$ cat src/rtl/matrix_if.sv
// Operand/result port bundle between the matrix engine and its RAM address controller.
interface matrix_if #(
  parameter int WIDTH = 32
);
  logic [WIDTH-1:0] data_in;
  logic             ready;
  logic             busy;
  logic             done;
  logic [WIDTH-1:0] data_out;

  modport master (output data_in, input ready, busy, done, data_out);
  modport slave  (input data_in, output ready, busy, done, data_out);
endinterface

$ cat src/rtl/matrix.sv
// 3x3 matrix multiply C = A x B: loads 18 operand words, runs 27 sequential MACs,
// then presents 9 result words, then halts until clr.
module matrix #(
  parameter int WIDTH = 32
) (
  input logic     clk,
  input logic     clr,
  matrix_if.slave bus
);

  typedef enum logic [1:0] {
    LOAD,
    COMPUTE,
    OUTPUT,
    HALT
  } state_t;

  state_t           state_q, state_d;
  logic [4:0]       cnt_q;
  logic [1:0]       i_q, j_q, k_q;
  logic [WIDTH-1:0] acc_q, acc_d;
  logic [WIDTH-1:0] opnd_q [18];
  logic [WIDTH-1:0] c_q    [9];
  logic [4:0]       a_idx, b_idx;
  logic [3:0]       c_idx;
  logic             last_mac;

  // A occupies operand slots 0..8 and B slots 9..17, both row-major.
  always_comb begin
    a_idx    = {3'b000, i_q} * 5'd3 + {3'b000, k_q};
    b_idx    = 5'd9 + {3'b000, k_q} * 5'd3 + {3'b000, j_q};
    c_idx    = {2'b00, i_q} * 4'd3 + {2'b00, j_q};
    acc_d    = acc_q + opnd_q[a_idx] * opnd_q[b_idx];
    last_mac = (i_q == 2'd2) && (j_q == 2'd2) && (k_q == 2'd2);
  end

  always_comb begin
    state_d      = state_q;
    bus.ready    = 1'b0;
    bus.busy     = 1'b0;
    bus.done     = 1'b0;
    bus.data_out = '0;
    case (state_q)
      LOAD: begin
        bus.ready = 1'b1;
        if (cnt_q == 5'd17) state_d = COMPUTE;
      end
      COMPUTE: begin
        bus.busy = 1'b1;
        if (last_mac) state_d = OUTPUT;
      end
      OUTPUT: begin
        bus.done     = 1'b1;
        bus.data_out = c_q[cnt_q[3:0]];
        if (cnt_q == 5'd8) state_d = HALT;
      end
      default: state_d = HALT;
    endcase
  end

  always_ff @(posedge clk or posedge clr) begin
    if (clr) state_q <= LOAD;
    else     state_q <= state_d;
  end

  always_ff @(posedge clk or posedge clr) begin
    if (clr) begin
      cnt_q <= '0;
      i_q   <= '0;
      j_q   <= '0;
      k_q   <= '0;
      acc_q <= '0;
      for (int unsigned n = 0; n < 18; n++) opnd_q[n] <= '0;
      for (int unsigned n = 0; n < 9; n++)  c_q[n]    <= '0;
    end else begin
      case (state_q)
        LOAD: begin
          opnd_q[cnt_q] <= bus.data_in;
          cnt_q         <= (cnt_q == 5'd17) ? '0 : cnt_q + 5'd1;
        end
        COMPUTE: begin
          // k innermost, then j, then i; the k=2 step commits C[i][j] and restarts the sum.
          if (k_q == 2'd2) begin
            c_q[c_idx] <= acc_d;
            acc_q      <= '0;
            k_q        <= '0;
            if (j_q == 2'd2) begin
              j_q <= '0;
              i_q <= (i_q == 2'd2) ? '0 : i_q + 2'd1;
            end else begin
              j_q <= j_q + 2'd1;
            end
          end else begin
            acc_q <= acc_d;
            k_q   <= k_q + 2'd1;
          end
        end
        OUTPUT: cnt_q <= (cnt_q == 5'd8) ? '0 : cnt_q + 5'd1;
        default: ;
      endcase
    end
  end

endmodule

$ cat src/flat_wrapper.sv
// flat-port wrapper written by rule: the top's interface ports become plain ports
module matrix_flat 
#(
  parameter int WIDTH = 32
)
  (clk, clr, bus_data_in, bus_ready, bus_busy, bus_done, bus_data_out);
  matrix_if #(.WIDTH(WIDTH)) bus_i ();
  input logic clk;
  input logic clr;
  input wire logic [$bits(bus_i.data_in)-1:0] bus_data_in;
  output wire logic [$bits(bus_i.ready)-1:0] bus_ready;
  output wire logic [$bits(bus_i.busy)-1:0] bus_busy;
  output wire logic [$bits(bus_i.done)-1:0] bus_done;
  output wire logic [$bits(bus_i.data_out)-1:0] bus_data_out;
  assign bus_i.data_in = bus_data_in;
  assign bus_ready = bus_i.ready;
  assign bus_busy = bus_i.busy;
  assign bus_done = bus_i.done;
  assign bus_data_out = bus_i.data_out;
  matrix #(.WIDTH(WIDTH)) u_core (.clk(clk), .clr(clr), .bus(bus_i));
endmodule
$ cat config.mk
export PLATFORM = sky130hd
export DESIGN_NAME = matrix_flat
export DESIGN_NICKNAME = d
export VERILOG_FILES = /design/src/rtl/matrix_if.sv /design/src/rtl/matrix.sv /design/src/flat_wrapper.sv
export SDC_FILE = /design/constraint.sdc
export NUM_CORES = 2
export LEC_CHECK = 0
export BUFFER_PORTS_ARGS = -buffer_cell sky130_fd_sc_hd__buf_2
export CELL_PAD_IN_SITES_DETAIL_PLACEMENT = 1
export CELL_PAD_IN_SITES_GLOBAL_PLACEMENT = 1
export CORE_ASPECT_RATIO = 0.75
export CORE_UTILIZATION = 34
export CTS_CLUSTER_DIAMETER = 50
export DETAILED_ROUTE_END_ITERATION = 8
export PLACE_DENSITY_LB_ADDON = 0.1
export SLEW_MARGIN = 20
export SYNTH_ARGS = -nofsm -noshare
export SYNTH_HDL_FRONTEND = slang
export SYNTH_SLANG_ARGS = --single-unit
export TNS_END_PERCENT = 20
$ cat constraint.sdc
create_clock -name clk -period 38.8 [get_ports clk]
set_clock_uncertainty 0.05 [all_clocks]
set_input_delay 7.76 -clock clk [delete_from_list [all_inputs] [get_ports clk]]
set_output_delay 7.76 -clock clk [all_outputs]
set_load 0.03 [all_outputs]
==> Yosys cells after proc, flatten, opt, wreduce, memory -nomap -nowiden <==
Cells that the tools add are included.
{ "totals": {"out_inout_bits": 35, "inputBits": 34, "regBits": 909} }
{ "op_classes": {"n_eq_ne": 10, "n_bitwise": 5, "reduce_logical": 9, "multipliers": 4, "muxes": 30, "magnitude_cmp": 7, "add_sub_neg": 9} }
{ "ops": {"columns": ["operator", "n"], "rows": [
  ["$bwmux 576", 1],
  ["$bmux 32 s5", 2],
  ["$mux 32", 10],
  ["$bwmux 288", 1],
  ["$demux 32 s5", 1],
  ["$bmux 32 s4", 1],
  ["$demux 32 s4", 1],
  ["$add 32x32->32", 1],
  ["$mul 32x32->32", 1],
  ["$ge 6x6->1 const B", 3],
  ["$not 5->6", 3],
  ["$mul 2x2->4 const B", 3],
  ["$mux 2", 6],
  ["$ge 5x5->1 const B", 2],
  ["$mux 5", 2],
  ["$not 4->5", 2],
  ["$pmux 5 s2", 1],
  ["$eq 2x2->1 const B", 4],
  ["$add 2x1->2 const B", 3],
  ["$lt 6x1->1 const B", 1],
  ["$ne 2x1->1 const B", 3],
  ["$pmux 2 s3", 1],
  ["$reduce_and 3->1", 2],
  ["$add 4x2->5", 1],
  ["other kinds (13)", 18]
]} }

==> Longest topological paths before layout <==
{ "logic_depth": {"depth_word": 10, "ltp_mapped": 43} }

==> Least setup slack after synthesis <==
Ideal clock, no wire load.
{ "synth_timing": {"path_kind": "reg2reg", "from": "reg u_core.k_q[0]", "to": "reg u_core.c_q[126] in the netlist's numbering", "period_less_slack_ns": 10.615, "arrival_ns": 10.440, "path_slack_ns": 28.185, "setup_ns": 0.125, "path_stages_with_launch": 39, "t_required_ns": 38.625, "path_buffers": 7, "cell_sequence": "dfrtp_1 -> fa_1 -> inv_1 -> fa_1 -> fa_1 -> clkbuf_1 -> buf_4 -> buf_6 -> buf_2 -> mux4_2 -> a21oi_1 -> clkbuf_1 -> clkbuf_1 -> nor2_1 -> fa_1 -> fa_1 -> fa_1 -> inv_1 -> [... 3 more ...] -> inv_1 -> fa_1 -> inv_1 -> fa_1 -> inv_1 -> fa_1 -> inv_1 -> ha_1 -> nor2b_1 -> o21ai_0 -> a21oi_1 -> o21a_1 -> a211oi_1 -> o211ai_1 -> nand3_1 -> or3b_2 -> clkbuf_1 -> mux2_2"} }
{ "synth_between": {"elab_chain_cells": 10} }
{ "synth_rtl": {"columns": ["item", "line_no", "source"], "rows": [
  ["start, declared", "matrix.sv:20", "logic [1:0] i_q, j_q, k_q;"],
  ["start signal, assigned", "matrix.sv:95", "k_q <= k_q + 2'd1;"],
  ["$mul 2x2->4", "matrix.sv:31", "b_idx = 5'd9 + {3'b000, k_q} * 5'd3 + {3'b000, j_q};"],
  ["$add 4x4->5", "matrix.sv:31", null],
  ["$add 5x2->5", "matrix.sv:31", null],
  ["$not 5->6 (implied by the code)", "matrix.sv:33", "acc_d = acc_q + opnd_q[a_idx] * opnd_q[b_idx];"],
  ["$bmux 32 s5", "matrix.sv:33", null],
  ["$mux 32 (implied by the code) (2 in series)", "matrix.sv:33", null],
  ["$mul 32x32->32", "matrix.sv:33", null],
  ["$add 32x32->32", "matrix.sv:33", null],
  ["$bwmux 288", "matrix.sv:84", "c_q[c_idx] <= acc_d;"],
  ["end signal, assigned by index", "matrix.sv:84", null],
  ["end, declared", "matrix.sv:23", "logic [WIDTH-1:0] c_q [9];"]
]} }
Several ways; a longest one is shown, not always the timed one. The select of a mux whose other input is x is not followed.
A chain may end at the register's enable or synchronous reset.

==> Final worst setup path <==
{ "layout_timing": {"from": "reg u_core.k_q[0]", "to": "reg u_core.c_q[159] in the netlist's numbering"} }
The elaborated chain is that of the path after synthesis.

==> flow_summary.rst <==
.. list-table::
   :header-rows: 1

   * - Metric
     - Value
   * - Status
     - finished, final reports clean
   * - Worst Max-Slew Pin Slew
     - roughly 1100 ps
   * - Worst Setup End Kind
     - flip-flop
   * - CTS Hold Bufs
     - 0
   * - Mean area per synthesized cell
     - 12.06 µm²
   * - Multi-input logic area
     - 0.03542 mm²
   * - Type of the most critical hold path
     - reg2reg
   * - Post-synth top area cell
     - sky130_fd_sc_hd__dfrtp_1
   * - Share of the synthesized area in compound gates (AO/OA/AOI/OAI)
     - 0.04136
   * - Maximum level of the CTS H-tree
     - 3
   * - Finish-stage setup viols
     - 0
   * - Register bit total from synthesis
     - 909
   * - Number of hold-slack violations in the final timing report
     - 0
   * - Portion of the post-synthesis area used by sequential elements
     - 0.3696
   * - Postcts setup bufs
     - 0
   * - Final Net Count
     - approximately 5,700
   * - Pins over their slew limit
     - 0
   * - Dominant combinational cell family by area after synthesis
     - multiplexers
   * - Post-synthesis share of cell area spent on and, or, nand and nor gates
     - 0.08137
   * - Count of input and output buffers
     - 68
   * - Num Clock Sinks
     - approximately 910
   * - Die ar.
     - 0.1827 mm²
   * - Placeable core area
     - around 0.18 mm²
   * - Total of warnings raised by yosys
     - 0
   * - GRT Util Overall
     - 0.2303
   * - Share of the synthesized netlist area taken by xor and xnor gates
     - 0.01354
   * - Routability Congestion
     - ~0.77
   * - DP Area
     - 0.06441 mm²
   * - Combined flip-flop and latch cell area
     - roughly 0.023 mm²
   * - Max-slew headroom
     - 0.2751
   * - WP data arrival
     - 12,940 ps
   * - Most common flop cell mapped by yosys
     - sky130_fd_sc_hd__dfrtp_1
   * - Mux contribution to synthesized area
     - 0.2604
   * - Max Clk Rate
     - between 80 and 90 MHz
   * - Setup tns final
     - 0 ps
   * - CTS tree
     - yes
   * - Half-perimeter wire length after placement
     - roughly 130 mm
   * - Most numerous cell on the critical path
     - sky130_fd_sc_hd__fa_1
   * - Adder and majority gate portion of the synthesized area
     - 0.1740
   * - Floorplan row count
     - 134
   * - Final period demand of the worst path
     - ~12,000 ps
   * - Startpoint type of the worst setup path
     - flip-flop
   * - Critical path peak fanout
     - 37
   * - Type of the setup path with the least slack
     - reg2reg
   * - Antenna-violating nets left
     - 0
   * - DRC violation count after routing
     - 0
   * - Final standard cell area without fillers
     - 0.06827 mm²
   * - Iteration-0 DRC count of the detailed router
     - roughly 2,600
   * - TritonCTS buffer count
     - 114
   * - Wire length of the first global-routing pass
     - roughly 310 mm
   * - Maximum single-stage delay on the critical path
     - approximately 860 ps
   * - Ports placed on the boundary
     - 69
   * - Total wirelength of the detailed-routed design
     - ~210 mm
   * - Synthesis-to-layout area growth
     - 10.94%
   * - Final core occ
     - 0.3816
   * - Net count after synthesis
     - 5,724
   * - Via density
     - 5.343
   * - Post-synth cell types
     - 82
   * - Leading cell types by total area after synthesis
     - sky130_fd_sc_hd__dfrtp_1, sky130_fd_sc_hd__fa_1, sky130_fd_sc_hd__mux4_2
   * - Die width
     - 493.2 µm
   * - Number of cells in the design after placement
     - 7,324
   * - Async SR Flop Fraction
     - 1.000
   * - Clock insertion delay at the later pin of the skew report
     - 760 ps
   * - Antenna violations before repair
     - 24
   * - Chip height
     - 370.4 µm
   * - Average wire per cell in the routed design
     - 27.30 µm
   * - Aggregate global routing overflow
     - 0
   * - # resized after CTS
     - 0
   * - Fraction of layout instances using a drive strength above 1
     - 0.3019
   * - Library cell contributing the largest single delay on the critical path
     - sky130_fd_sc_hd__fa_4
   * - Via count of the first global-routing pass
     - 43,670
   * - Clock-pin slew reported for the worst setup and hold paths after clock tree synthesis
     - 60 ps
   * - RSZ-0062 raised after global routing
     - false
   * - Total vias in the final route
     - 40,260
   * - Final Instance Count excl. Fillers
     - 7,535
   * - Post-synth EDFFs
     - 0
   * - CTS root buf
     - sky130_fd_sc_hd__clkbuf_16
   * - Fill cell count
     - 18,870
   * - Post-Synthesis Cell Area
     - 0.06154 mm²
   * - Data required time of the critical path
     - a little under 40,000 ps
   * - Number of max-cap violations
     - 0
   * - Number of iterations in the first detailed-routing pass
     - 7
   * - Proportion of netlist area held by the largest area contributor
     - 0.3696
   * - Final worst path period share
     - 0.3200
   * - Pin count of the biggest net entering global routing
     - 157
   * - Instance count of the mapped netlist
     - 5,102
   * - Effective utilization at floorplan
     - 0.3440
   * - Largest buffer count on any clock path
     - 3
## cells by family after synthesis
kind of cell	count (synthesis)
flops	909
xor+xnor	81
simple gates	1122
fa+ha+maj	588
buf+inv	869
compound gates	448
mux	1085
## metrics by stage
step,setup slack (ps),hold slack (ps)
4_1_cts,26300,430.6
2_1_floorplan,5434,394.6
3_3_place_gp,26450,407.6
3_5_place_dp,26390,415.5
5_1_grt,25800,450.9
6_report,26380,424.1
## cells in the mapped netlist, types with 32 or more instances
master	number
sky130_fd_sc_hd__xnor2_1	57
sky130_fd_sc_hd__fa_1	446
sky130_fd_sc_hd__nand2b_1	108
sky130_fd_sc_hd__mux2_2	662
sky130_fd_sc_hd__or2_2	91
sky130_fd_sc_hd__clkbuf_1	220
sky130_fd_sc_hd__a21oi_1	75
sky130_fd_sc_hd__nor2b_1	32
sky130_fd_sc_hd__ha_1	142
sky130_fd_sc_hd__dfrtp_1	909
sky130_fd_sc_hd__nor2_1	427
sky130_fd_sc_hd__o21ai_0	265
sky130_fd_sc_hd__nand2_1	358
sky130_fd_sc_hd__nand3_1	50
sky130_fd_sc_hd__buf_1	70
sky130_fd_sc_hd__inv_1	509
sky130_fd_sc_hd__mux2i_1	74
sky130_fd_sc_hd__mux4_2	334
## routing by layer
layer  vias up  track usage  share of wire
li1      17200            -              -
met1     21990       0.3464           0.49
met2       826       0.3511           0.45
met3       239      0.03416          0.045
met4         6      0.04642          0.019
met5         -            0        0.00017
## area by class of cell
type                            instances  share of cell area
Sequential cell                       909              0.3333
Timing Repair Buffer                  199             0.01981
Inverter                              512             0.02826
Clock buffer                          153             0.04584
Tap cell                             2380             0.04362
Antenna cell                            5           0.0001833
Clock inverter                         53             0.01017
Multi-Input combinational cell       3324              0.5188
## cells in the final DEF (no fill, tap or decap), types with 9 or more instances in the layout
cell / instances
sky130_fd_sc_hd__a21o_1: 19
sky130_fd_sc_hd__a21oi_1: 73
sky130_fd_sc_hd__buf_2: 68
sky130_fd_sc_hd__buf_4: 128
sky130_fd_sc_hd__bufinv_16: 10
sky130_fd_sc_hd__clkbuf_1: 26
sky130_fd_sc_hd__clkbuf_16: 114
sky130_fd_sc_hd__clkbuf_8: 13
sky130_fd_sc_hd__clkinv_2: 15
sky130_fd_sc_hd__clkinvlp_4: 12
sky130_fd_sc_hd__dfrtp_1: 905
sky130_fd_sc_hd__fa_1: 443
sky130_fd_sc_hd__ha_1: 139
sky130_fd_sc_hd__inv_1: 508
sky130_fd_sc_hd__mux2_2: 662
sky130_fd_sc_hd__mux2i_1: 74
sky130_fd_sc_hd__mux4_2: 334
sky130_fd_sc_hd__nand2_1: 349
sky130_fd_sc_hd__nand2_2: 9
sky130_fd_sc_hd__nand2b_1: 108
sky130_fd_sc_hd__nand3_1: 43
sky130_fd_sc_hd__nor2_1: 425
sky130_fd_sc_hd__nor2b_1: 32
sky130_fd_sc_hd__nor3_1: 13
sky130_fd_sc_hd__o21ai_0: 250
sky130_fd_sc_hd__o21ai_1: 10
sky130_fd_sc_hd__o21ai_2: 10
sky130_fd_sc_hd__o22ai_1: 15
sky130_fd_sc_hd__or2_2: 91
sky130_fd_sc_hd__xnor2_1: 54
sky130_fd_sc_hd__xor2_1: 14
## state kept, by name (all words and copies together) (netlist names)
| name | flops |
|---|---|
| u_core.cnt_q | 5 |
| u_core.acc_q | 32 |
| u_core.i_q | 2 |
| u_core.state_q | 2 |
| u_core.j_q | 2 |
| u_core.c_q | 288 |
| u_core.opnd_q | 576 |
| u_core.k_q | 2 |
## critical path, delay by kind of cell (launching register included)
kind / cells / cell delay (ps)
fa+ha+maj: 11 / 5750
buf+inv: 11 / 2430
compound gates: 10 / 2100
simple gates: 3 / 690
flops: 1 / 490
mux: 1 / 320
xor+xnor: 1 / 310
## worst paths after layout
check	startpoint	to	slack (ps)	depth (start not counted)
hold / removal	u_core.c_q[82]	u_core.c_q[82]	420	2
max in group asynchronous	clr	u_core.opnd_q[188]	27700	6
min in group asynchronous	clr	u_core.c_q[225]	7120	2
setup / recovery	u_core.k_q[0]	u_core.c_q[159]	26380	37
hold reg to reg	u_core.c_q[82]	u_core.c_q[82]	420	2
setup reg to reg	u_core.k_q[0]	u_core.c_q[159]	26380	37
Power is left out: the tool's default activity adds up to more than one toggle a clock period on the data nets, which glitch-free logic cannot reach.
